$ cat src/rtl/rv_exec_wb_stage_pkg.sv
`default_nettype none
// ============================================================================
// Module      : rv_exec_wb_stage_pkg
// Description : Shared types for the execute/writeback stage: the decode
//               select encodings it consumes (WB_SRC, OP1_SEL, OP2_SEL),
//               the stage FSM states and the bundle of registered ID fields.
// Revision    : 1.0 - initial release
// ============================================================================
package rv_exec_wb_stage_pkg;

  // Writeback source select, as produced by decode
  localparam logic [1:0] WB_SRC_ALU = 2'd0;
  localparam logic [1:0] WB_SRC_MDU = 2'd1;
  localparam logic [1:0] WB_SRC_LSU = 2'd2;
  localparam logic [1:0] WB_SRC_CSR = 2'd3;

  // Operand 1 select; code 2'd2 is unused by decode and reads as zero
  localparam logic [1:0] OP1_SEL_RS1_DATA   = 2'd0;
  localparam logic [1:0] OP1_SEL_CURRENT_PC = 2'd1;
  localparam logic [1:0] OP1_SEL_RSVD       = 2'd2;
  localparam logic [1:0] OP1_SEL_ZERO       = 2'd3;

  // Operand 2 select
  localparam logic [1:0] OP2_SEL_RS2_DATA = 2'd0;
  localparam logic [1:0] OP2_SEL_IMM_I    = 2'd1;
  localparam logic [1:0] OP2_SEL_IMM_U    = 2'd2;
  localparam logic [1:0] OP2_SEL_NEXT_PC  = 2'd3;

  // Stage FSM: IDLE = empty, EXEC = operands valid, WAIT = MDU/LSU outstanding
  typedef enum logic [1:0] {
    ST_IDLE = 2'd0,
    ST_EXEC = 2'd1,
    ST_WAIT = 2'd2
  } exec_state_e;

  // ID fields that must survive past the accept edge (operands are held separately)
  typedef struct packed {
    logic [1:0] wb_src;
    logic [4:0] rd_addr;
    logic       rd_we;
  } exec_instr_t;

  // True when the result comes from a multi-cycle unit with a done handshake
  function automatic logic wb_src_is_async(input logic [1:0] wb_src);
    return (wb_src == WB_SRC_MDU) || (wb_src == WB_SRC_LSU);
  endfunction

endpackage
`default_nettype wire

$ cat src/rtl/rv_exec_wb_stage_operand_mux.sv
`default_nettype none
// ============================================================================
// Module      : rv_operand_mux
// Description : Combinational ALU/MDU operand selection from the decode
//               OP1_SEL / OP2_SEL codes. NEXT_PC wraps modulo 2^XLEN.
// Revision    : 1.0 - initial release
// ============================================================================
module rv_operand_mux
  import rv_exec_wb_stage_pkg::*;
#(
  parameter int XLEN   = 32,
  parameter int PC_INC = 4
) (
  input  logic [XLEN-1:0] pc_i,
  input  logic [XLEN-1:0] rs1_data_i,
  input  logic [XLEN-1:0] rs2_data_i,
  input  logic [XLEN-1:0] imm_i_i,
  input  logic [XLEN-1:0] imm_u_i,
  input  logic [1:0]      op1_sel_i,
  input  logic [1:0]      op2_sel_i,
  output logic [XLEN-1:0] op1_o,
  output logic [XLEN-1:0] op2_o
);

  localparam logic [XLEN-1:0] PC_INC_W = XLEN'(PC_INC);

  // Operand 1: register, PC, or zero (reserved code also yields zero)
  always_comb begin
    op1_o = '0;
    case (op1_sel_i)
      OP1_SEL_RS1_DATA:   op1_o = rs1_data_i;
      OP1_SEL_CURRENT_PC: op1_o = pc_i;
      default:            op1_o = '0;
    endcase
  end

  // Operand 2: register, immediates, or link address (carry out discarded)
  always_comb begin
    op2_o = '0;
    case (op2_sel_i)
      OP2_SEL_RS2_DATA: op2_o = rs2_data_i;
      OP2_SEL_IMM_I:    op2_o = imm_i_i;
      OP2_SEL_IMM_U:    op2_o = imm_u_i;
      default:          op2_o = pc_i + PC_INC_W;
    endcase
  end

endmodule
`default_nettype wire

$ cat src/rtl/rv_exec_wb_stage.sv
`default_nettype none
// ============================================================================
// Module      : rv_exec_wb_stage
// Description : Execute/writeback stage. Registers one decoded instruction,
//               builds operands, hands MDU/LSU work off with a level request
//               and a done pulse, and emits one registered writeback beat per
//               completed instruction.
//               Optional: define RV_EXEC_PERF_EN to add stall/retire counters.
// Revision    : 1.0 - initial release
// ============================================================================
module rv_exec_wb_stage
  import rv_exec_wb_stage_pkg::*;
#(
  parameter int XLEN   = 32,
  parameter int PC_INC = 4
) (
  input  logic            clk_i,
  input  logic            rst_i,
  input  logic            kill_i,
  input  logic            id_valid_i,
  output logic            id_ready_o,
  input  logic [XLEN-1:0] id_pc_i,
  input  logic [XLEN-1:0] id_rs1_data_i,
  input  logic [XLEN-1:0] id_rs2_data_i,
  input  logic [XLEN-1:0] id_imm_i_i,
  input  logic [XLEN-1:0] id_imm_u_i,
  input  logic [1:0]      id_op1_sel_i,
  input  logic [1:0]      id_op2_sel_i,
  input  logic [1:0]      id_wb_src_i,
  input  logic [4:0]      id_rd_addr_i,
  input  logic            id_rd_we_i,
  output logic [XLEN-1:0] op1_o,
  output logic [XLEN-1:0] op2_o,
  input  logic [XLEN-1:0] alu_result_i,
  input  logic [XLEN-1:0] csr_rdata_i,
  output logic            mdu_req_o,
  input  logic            mdu_done_i,
  input  logic [XLEN-1:0] mdu_result_i,
  output logic            lsu_req_o,
  input  logic            lsu_done_i,
  input  logic [XLEN-1:0] lsu_rdata_i,
  output logic            wb_valid_o,
  output logic            wb_we_o,
  output logic [4:0]      wb_rd_addr_o,
  output logic [XLEN-1:0] wb_data_o
`ifdef RV_EXEC_PERF_EN
  ,
  output logic [31:0]     perf_stall_cnt_o,
  output logic [31:0]     perf_retire_cnt_o
`endif
);

  // --------------------------------------------------------------------------
  // State
  // --------------------------------------------------------------------------
  exec_state_e     state_q, state_d;
  exec_instr_t     instr_q, instr_d;
  logic [XLEN-1:0] op1_q, op1_d;
  logic [XLEN-1:0] op2_q, op2_d;
  logic            wb_valid_q, wb_valid_d;
  logic            wb_we_q, wb_we_d;
  logic [4:0]      wb_rd_addr_q, wb_rd_addr_d;
  logic [XLEN-1:0] wb_data_q, wb_data_d;

  // --------------------------------------------------------------------------
  // Combinational helpers
  // --------------------------------------------------------------------------
  logic [XLEN-1:0] op1_sel;
  logic [XLEN-1:0] op2_sel;
  logic [XLEN-1:0] result;
  logic            is_async;
  logic            is_mdu;
  logic            is_lsu;
  logic            busy;
  logic            sel_done;
  logic            complete;
  logic            ready;
  logic            accept;

  rv_operand_mux #(
    .XLEN   (XLEN),
    .PC_INC (PC_INC)
  ) u_operand_mux (
    .pc_i       (id_pc_i),
    .rs1_data_i (id_rs1_data_i),
    .rs2_data_i (id_rs2_data_i),
    .imm_i_i    (id_imm_i_i),
    .imm_u_i    (id_imm_u_i),
    .op1_sel_i  (id_op1_sel_i),
    .op2_sel_i  (id_op2_sel_i),
    .op1_o      (op1_sel),
    .op2_o      (op2_sel)
  );

  // Completion and handshake decode; done pulses from the other unit or in IDLE are ignored
  always_comb begin
    is_mdu   = (instr_q.wb_src == WB_SRC_MDU);
    is_lsu   = (instr_q.wb_src == WB_SRC_LSU);
    is_async = wb_src_is_async(instr_q.wb_src);
    busy     = (state_q == ST_EXEC) || (state_q == ST_WAIT);
    sel_done = (is_mdu && mdu_done_i) || (is_lsu && lsu_done_i);
    // ALU/CSR finish in their single EXEC cycle; MDU/LSU finish on their own
    // done pulse, which may already arrive in EXEC and then skips WAIT.
    complete = ((state_q == ST_EXEC) && !is_async) || (busy && is_async && sel_done);
    // Held low while reset is asserted so every output reads 0 during reset.
    ready    = !rst_i && ((state_q == ST_IDLE) || complete);
    // A flush wins over a simultaneous accept.
    accept   = id_valid_i && ready && !kill_i;
  end

  // Result select by writeback source
  always_comb begin
    result = alu_result_i;
    case (instr_q.wb_src)
      WB_SRC_ALU: result = alu_result_i;
      WB_SRC_MDU: result = mdu_result_i;
      WB_SRC_LSU: result = lsu_rdata_i;
      default:    result = csr_rdata_i;
    endcase
  end

  // Next-state, capture and writeback-beat generation
  always_comb begin
    state_d      = state_q;
    instr_d      = instr_q;
    op1_d        = op1_q;
    op2_d        = op2_q;
    wb_valid_d   = 1'b0;
    wb_we_d      = 1'b0;
    wb_rd_addr_d = wb_rd_addr_q;
    wb_data_d    = wb_data_q;

    // A flush suppresses the beat that would otherwise register this edge.
    if (complete && !kill_i) begin
      wb_valid_d   = 1'b1;
      wb_we_d      = instr_q.rd_we && (instr_q.rd_addr != 5'd0);
      wb_rd_addr_d = instr_q.rd_addr;
      wb_data_d    = result;
    end

    if (kill_i) begin
      state_d = ST_IDLE;
    end else if (accept) begin
      state_d         = ST_EXEC;
      instr_d.wb_src  = id_wb_src_i;
      instr_d.rd_addr = id_rd_addr_i;
      instr_d.rd_we   = id_rd_we_i;
      op1_d           = op1_sel;
      op2_d           = op2_sel;
    end else if (complete) begin
      state_d = ST_IDLE;
    end else if (state_q == ST_EXEC) begin
      state_d = ST_WAIT;
    end
  end

  // Stage registers with asynchronous reset
  always_ff @(posedge clk_i or posedge rst_i) begin
    if (rst_i) begin
      state_q      <= ST_IDLE;
      instr_q      <= '0;
      op1_q        <= '0;
      op2_q        <= '0;
      wb_valid_q   <= 1'b0;
      wb_we_q      <= 1'b0;
      wb_rd_addr_q <= '0;
      wb_data_q    <= '0;
    end else begin
      state_q      <= state_d;
      instr_q      <= instr_d;
      op1_q        <= op1_d;
      op2_q        <= op2_d;
      wb_valid_q   <= wb_valid_d;
      wb_we_q      <= wb_we_d;
      wb_rd_addr_q <= wb_rd_addr_d;
      wb_data_q    <= wb_data_d;
    end
  end

  // Requests are decoded from registered state, so reset removes them at once
  assign mdu_req_o    = busy && is_mdu;
  assign lsu_req_o    = busy && is_lsu;
  assign id_ready_o   = ready;
  assign op1_o        = op1_q;
  assign op2_o        = op2_q;
  assign wb_valid_o   = wb_valid_q;
  assign wb_we_o      = wb_we_q;
  assign wb_rd_addr_o = wb_rd_addr_q;
  assign wb_data_o    = wb_data_q;

`ifdef RV_EXEC_PERF_EN
  logic [31:0] perf_stall_q, perf_stall_d;
  logic [31:0] perf_retire_q, perf_retire_d;

  // Free-running wrap-around event counters
  always_comb begin
    perf_stall_d  = perf_stall_q + {31'd0, (state_q == ST_WAIT)};
    perf_retire_d = perf_retire_q + {31'd0, wb_valid_q};
  end

  // Counter registers
  always_ff @(posedge clk_i or posedge rst_i) begin
    if (rst_i) begin
      perf_stall_q  <= '0;
      perf_retire_q <= '0;
    end else begin
      perf_stall_q  <= perf_stall_d;
      perf_retire_q <= perf_retire_d;
    end
  end

  assign perf_stall_cnt_o  = perf_stall_q;
  assign perf_retire_cnt_o = perf_retire_q;
`endif

endmodule
`default_nettype wire

$ cat config.mk
export PLATFORM = sky130hd
export DESIGN_NAME = rv_exec_wb_stage
export DESIGN_NICKNAME = d
export VERILOG_FILES = /design/src/rtl/rv_exec_wb_stage_pkg.sv /design/src/rtl/rv_exec_wb_stage_operand_mux.sv /design/src/rtl/rv_exec_wb_stage.sv
export SDC_FILE = /design/constraint.sdc
export NUM_CORES = 1
export LEC_CHECK = 0
export CORE_MARGIN = 4
export CORE_UTILIZATION = 30
export CTS_BUF_LIST = sky130_fd_sc_hd__clkbuf_16
export DETAILED_ROUTE_END_ITERATION = 16
export GPL_ROUTABILITY_DRIVEN = 0
export GPL_TIMING_DRIVEN = 0
export HOLD_SLACK_MARGIN = 0.06
export PLACE_DENSITY = 0.67
export SYNTH_ARGS = -nofsm -noshare
export SYNTH_HDL_FRONTEND = slang
export SYNTH_HIERARCHICAL = 1
export SYNTH_SLANG_ARGS = --single-unit
$ cat constraint.sdc
create_clock -name clk_i -period 5.64 [get_ports clk_i]
set_clock_uncertainty 0.2 [all_clocks]
set_input_delay 0.846 -clock clk_i [delete_from_list [all_inputs] [get_ports clk_i]]
set_output_delay 0.846 -clock clk_i [all_outputs]
set_load 0.02 [all_outputs]
==> Word-level counts from Yosys, hierarchy flattened <==
Cells that the tools add are included.
{ "op_classes": {"n_addsub": 1, "bitwise": 1, "n_eq_ne": 7, "reduce_logical": 27, "n_mux": 9} }
{ "ops": {"columns": ["operator", "n"], "rows": [
  ["one-hot mux 32 bit (3 select lines)", 2],
  ["one-hot mux 32 bit (2 select lines)", 1],
  ["adder 32 x 3 -> 32 bit (second input constant)", 1],
  ["logical AND 1 bit", 12],
  ["== test 2 x 1 -> 1 bit (second input constant)", 4],
  ["logical NOT 2 bit", 4],
  ["2-to-1 mux 2 bit", 4],
  ["== test 2 bit (second input constant)", 3],
  ["logical OR 1 bit", 5],
  ["nonzero test 5 bit", 1],
  ["nonzero test 4 bit", 1],
  ["logical NOT 1 bit", 3],
  ["2-to-1 mux 1 bit", 2],
  ["AND reduction 2 bit", 1],
  ["NOT 1 bit", 1]
]} }
{ "word_totals": {"out_inout_bits": 106, "register_bits": 113} }

==> Depth between registers and ports, before layout <==
{ "depth": {"depth_word": 11, "ltp_mapped": 9, "depth_no_buf": 7} }

==> Modules after synthesis <==
Netlist, hierarchy kept.
{ "modules_own_cells": {"columns": ["module", "cells_each", "area_each_um2", "n_inst"], "rows": [
  ["rv_exec_wb_stage", 377, 5051.1, 1],
  ["rv_operand_mux", 205, 1836.8, 1]
]} }

==> Worst setup path after synthesis <==
OpenSTA, ideal clock, no wires.
{ "synth_path": {"kind": "input -> register", "start": "input id_pc_i[2]", "end": "register op2_q[20] (netlist: op2_o[20])", "stages": 7, "n_path_buf": 0, "arrival_ns": 2.505, "setup_slack_ns": 2.810, "cell_sequence": "ha_1 nand3_1 nor3_2 nand3_1 xnor2_1 mux4_2 mux2_2"} }
{ "synth_via": {"elab_chain_len": 2} }
{ "synth_rtl": {"columns": ["item", "line", "rtl"], "rows": [
  ["start, declared", "rv_exec_wb_stage.sv:22", "input logic [XLEN-1:0] id_pc_i,"],
  ["adder 32 x 3 -> 32 bit", "rv_exec_wb_stage_operand_mux.sv:44", "default: op2_o = pc_i + PC_INC_W;"],
  ["one-hot mux 32 bit (3 select lines)", "rv_exec_wb_stage_operand_mux.sv:40", "case (op2_sel_i)"],
  ["named net op2_sel[20]", "rv_exec_wb_stage.sv:69", "logic [XLEN-1:0] op2_sel;"],
  ["end signal, assigned", "rv_exec_wb_stage.sv:172", "op2_q <= op2_d;"],
  ["end, declared", "rv_exec_wb_stage.sv:59", "logic [XLEN-1:0] op2_q, op2_d;"]
]} }
The timed path passes the listed nets, and every way through them passes these cells.
A chain may end at the register's enable or synchronous reset.

==> Worst setup path after layout <==
{ "layout_path": {"start": "input mdu_done_i", "end": "output id_ready_o"} }
{ "layout_via": {"elab_chain_len": 6} }
{ "layout_rtl": {"columns": ["item", "line", "rtl"], "rows": [
  ["start, declared", "rv_exec_wb_stage.sv:37", "input logic mdu_done_i,"],
  ["logical AND 1 bit", "rv_exec_wb_stage.sv:101", "sel_done = (is_mdu && mdu_done_i) || (is_lsu && lsu_done_i);"],
  ["logical OR 1 bit", "rv_exec_wb_stage.sv:101", null],
  ["logical AND 1 bit", "rv_exec_wb_stage.sv:104", "complete = ((state_q == ST_EXEC) && !is_async) || (busy && is_async && sel_done);"],
  ["logical OR 1 bit", "rv_exec_wb_stage.sv:104", null],
  ["logical OR 1 bit", "rv_exec_wb_stage.sv:106", "ready = !rst_i && ((state_q == ST_IDLE) || complete);"],
  ["logical AND 1 bit", "rv_exec_wb_stage.sv:106", null],
  ["end, declared", "rv_exec_wb_stage.sv:21", "output logic id_ready_o,"]
]} }
Every way passes these cells.

==> impl_metrics.tcl <==
set metrics [dict create \
    status "finished clean" \
    slew-limit-headroom 0.462 \
    cts_setup_buffers 0 \
    crit_type "primary input to output port" \
    hold_class "flip-flop to flip-flop" \
    worst_pin_slew_ps 806 \
    drtIter0Drc 487 \
    rows 55 \
    cts_tree "built" \
    maxCapViolCount 0 \
    die_w_microns 160 \
    wl_per_cell_microns 22.1 \
    max_freq_mhz 271 \
    cp-start-kind "primary input" \
    antenna_found_initial 1 \
    setup_viol 0 \
    insertion_delay_ps 410 \
    hold_viol 0 \
    fin_crit_sh 0.655 \
    remaining_drc_errors 0 \
    cts-root-buf "clkbuf_16" \
    setup.worst_path.start "mdu_done_i" \
    tns_ps 0 \
    multiInputGateArea_sq_um 3790 \
    die_h_microns 160 \
    drv_slew 0 \
    cts_resized 0 \
    r2r-start "instr_q[7]" \
    clkTransAtPathRegs_ps 50 \
    area_growth_pct 73.1 \
    synth.distinct_cells 40 \
    fin_area_sq_um 11900 \
    die_area_sq_um 25400 \
    initial_core_util 0.304 \
    synthCells 582 \
    grt_pass1_vias 6990 \
    synth-seq-cells 113 \
    place_inst 1276 \
    most-common-layout-cells "408 x clkdlybuf4s50_1, 113 x dfrtp_1, 111 x mux2_2" \
    drive_gt1_frac 0.194 \
    synth_area_sq_um 6890 \
    final_cells 1309 \
    syn_nets 895 \
    via_per_inst 5.08 \
    grt_pass1_wl_mm 43.1 \
    cts_sinks 113 \
    ys_warn_count 6 \
    register_area_sq_um 2830 \
    grt_max_degree 58 \
    layout_commonest_cell "clkdlybuf4s50_1" \
    cts_hold_buf 0 \
    first_pass_iters 10 \
    grt-ovfl-total 0 \
    cp_data_arrival_time_ps 2650 \
    placed_cell_area_sq_um 11400 \
    period_needed_ps 3700 \
    io_pins 412 \
    via_count 6648 \
    ir_drop_uv 245 \
    fill_cells 2033 \
    hp-start "op2_o[20]" \
    holdWs_ps 302 \
    synth-seq-area-share 0.411 \
    clock_path_buffers 2 \
    dp_slack_ps 1710 \
    power.density_nw_per_um2 355 \
    htree_num_levels 4 \
    wl_mm 28.9 \
    p_leak_uw 0.00478 \
    hpwl_mm 23.9 \
    rsz0062_at_grt "false" \
    portBuffers 408 \
    syn_avg_cell_area_sq_um 11.8 \
    critPathMaxFanout 3 \
    coreArea_sq_um 22600 \
    ant_nets 0 \
    cts_buffers 17 \
    nNetsFinal 1323 \
    worst_slack_ps 1940 \
    crit_path_end_kind "output port" \
    grtUsageTotal 0.220 \
    cp_data_required_time_ps 4590 \
]
stage by stage:
stage          power, uW   util
2_1_floorplan       2210      -
3_3_place_gp        3210  0.500
3_5_place_dp        3230  0.502
4_1_cts             4280  0.527
5_1_grt             4460  0.527
6_report            4240  0.527
Yosys cell counts, drive strengths merged:
master	n	area [sq um]
ha	7	87.6
nor2b	2	12.5
clkbuf	25	93.8
or4	1	7.51
nand4	11	90.1
mux2	111	1250
a22o	1	8.76
buf	19	141
nor4	1	21.3
or3	1	6.26
a311oi	1	15.0
dfrtp	113	2830
nor3	5	35.0
inv	9	33.8
o22ai	2	12.5
a222oi	32	320
and2	2	12.5
a31oi	2	12.5
nand2b	3	18.8
o221ai	1	8.76
mux4	29	664
o21ai	35	175
nand3	13	65.1
and3	7	45.1
nand2	44	165
a2111oi	1	8.76
nor2	41	156
xnor2	21	184
mux2i	34	340
xor2	6	52.6
a21oi	1	5.00
o311a	1	10.0
per-layer routing:
layer,global-route usage,wire length [microns],share of wire,vias up
met2,0.342,13600,0.47,267
met5,0,0,0,-
li1,-,-,-,3075
met4,0.0789,825,0.029,0
met3,0.0489,1710,0.059,52
met1,0.304,12800,0.44,3254
final cells by class:
cell class                      count  area share
Tap cell                          285      0.0299
Multi-Input combinational cell    416       0.318
Clock inverter                     15      0.0114
Antenna cell                        1    0.000210
Sequential cell                   113       0.237
Buffer                             44      0.0197
Clock buffer                       17      0.0357
Inverter                            9     0.00325
Timing Repair Buffer              409       0.345
path summary, 6_finish.rpt:
| check | endpoint | slack [ps] | depth (start not counted) |
|---|---|---|---|
| hold reg to reg | op2_o[20] | 300 | 1 |
| max in group asynchronous | op1_o[3] | 3770 | 3 |
| hold / removal | op2_o[20] | 300 | 1 |
| min in group asynchronous | wb_data_o[10] | 780 | 2 |
| setup / recovery | id_ready_o | 1940 | 5 |
| setup reg to reg | op1_o[10] | 2750 | 8 |
where the power goes:
part / total, uW / leakage, uW / internal [uW] / switching [uW]
sequential: 1240 / 0.00140 / 1100 / 148
clock: 1020 / 0.000272 / 610 / 413
combinational: 1970 / 0.00310 / 1030 / 934
flip-flops by register name, summed over array words and instances, names as in the netlist:
register      count
wb_data_o        32
state_q           2
instr_q           8
wb_valid_o        1
op2_o            32
wb_we_o           1
op1_o            32
wb_rd_addr_o      5
worst max-delay path, stage by stage:
cell and delay (ps):
clkdlybuf4s50_1 400, a22o_1 280, a311oi_2 390, nor2_1 150, clkdlybuf4s50_1 590
cell families after synthesis:
family                     count (synthesis)  synth area share
muxes                                    174             0.327
buffers and inverters                     53            0.0391
AOI/OAI and AO/OA                         77            0.0837
xor gates and xnor gates                  27            0.0343
and+or+nand+nor                          131            0.0923
DFF                                      113             0.411
adders and majority gates                  7            0.0127
No activity file was read; power rests on OpenSTA's default activity.
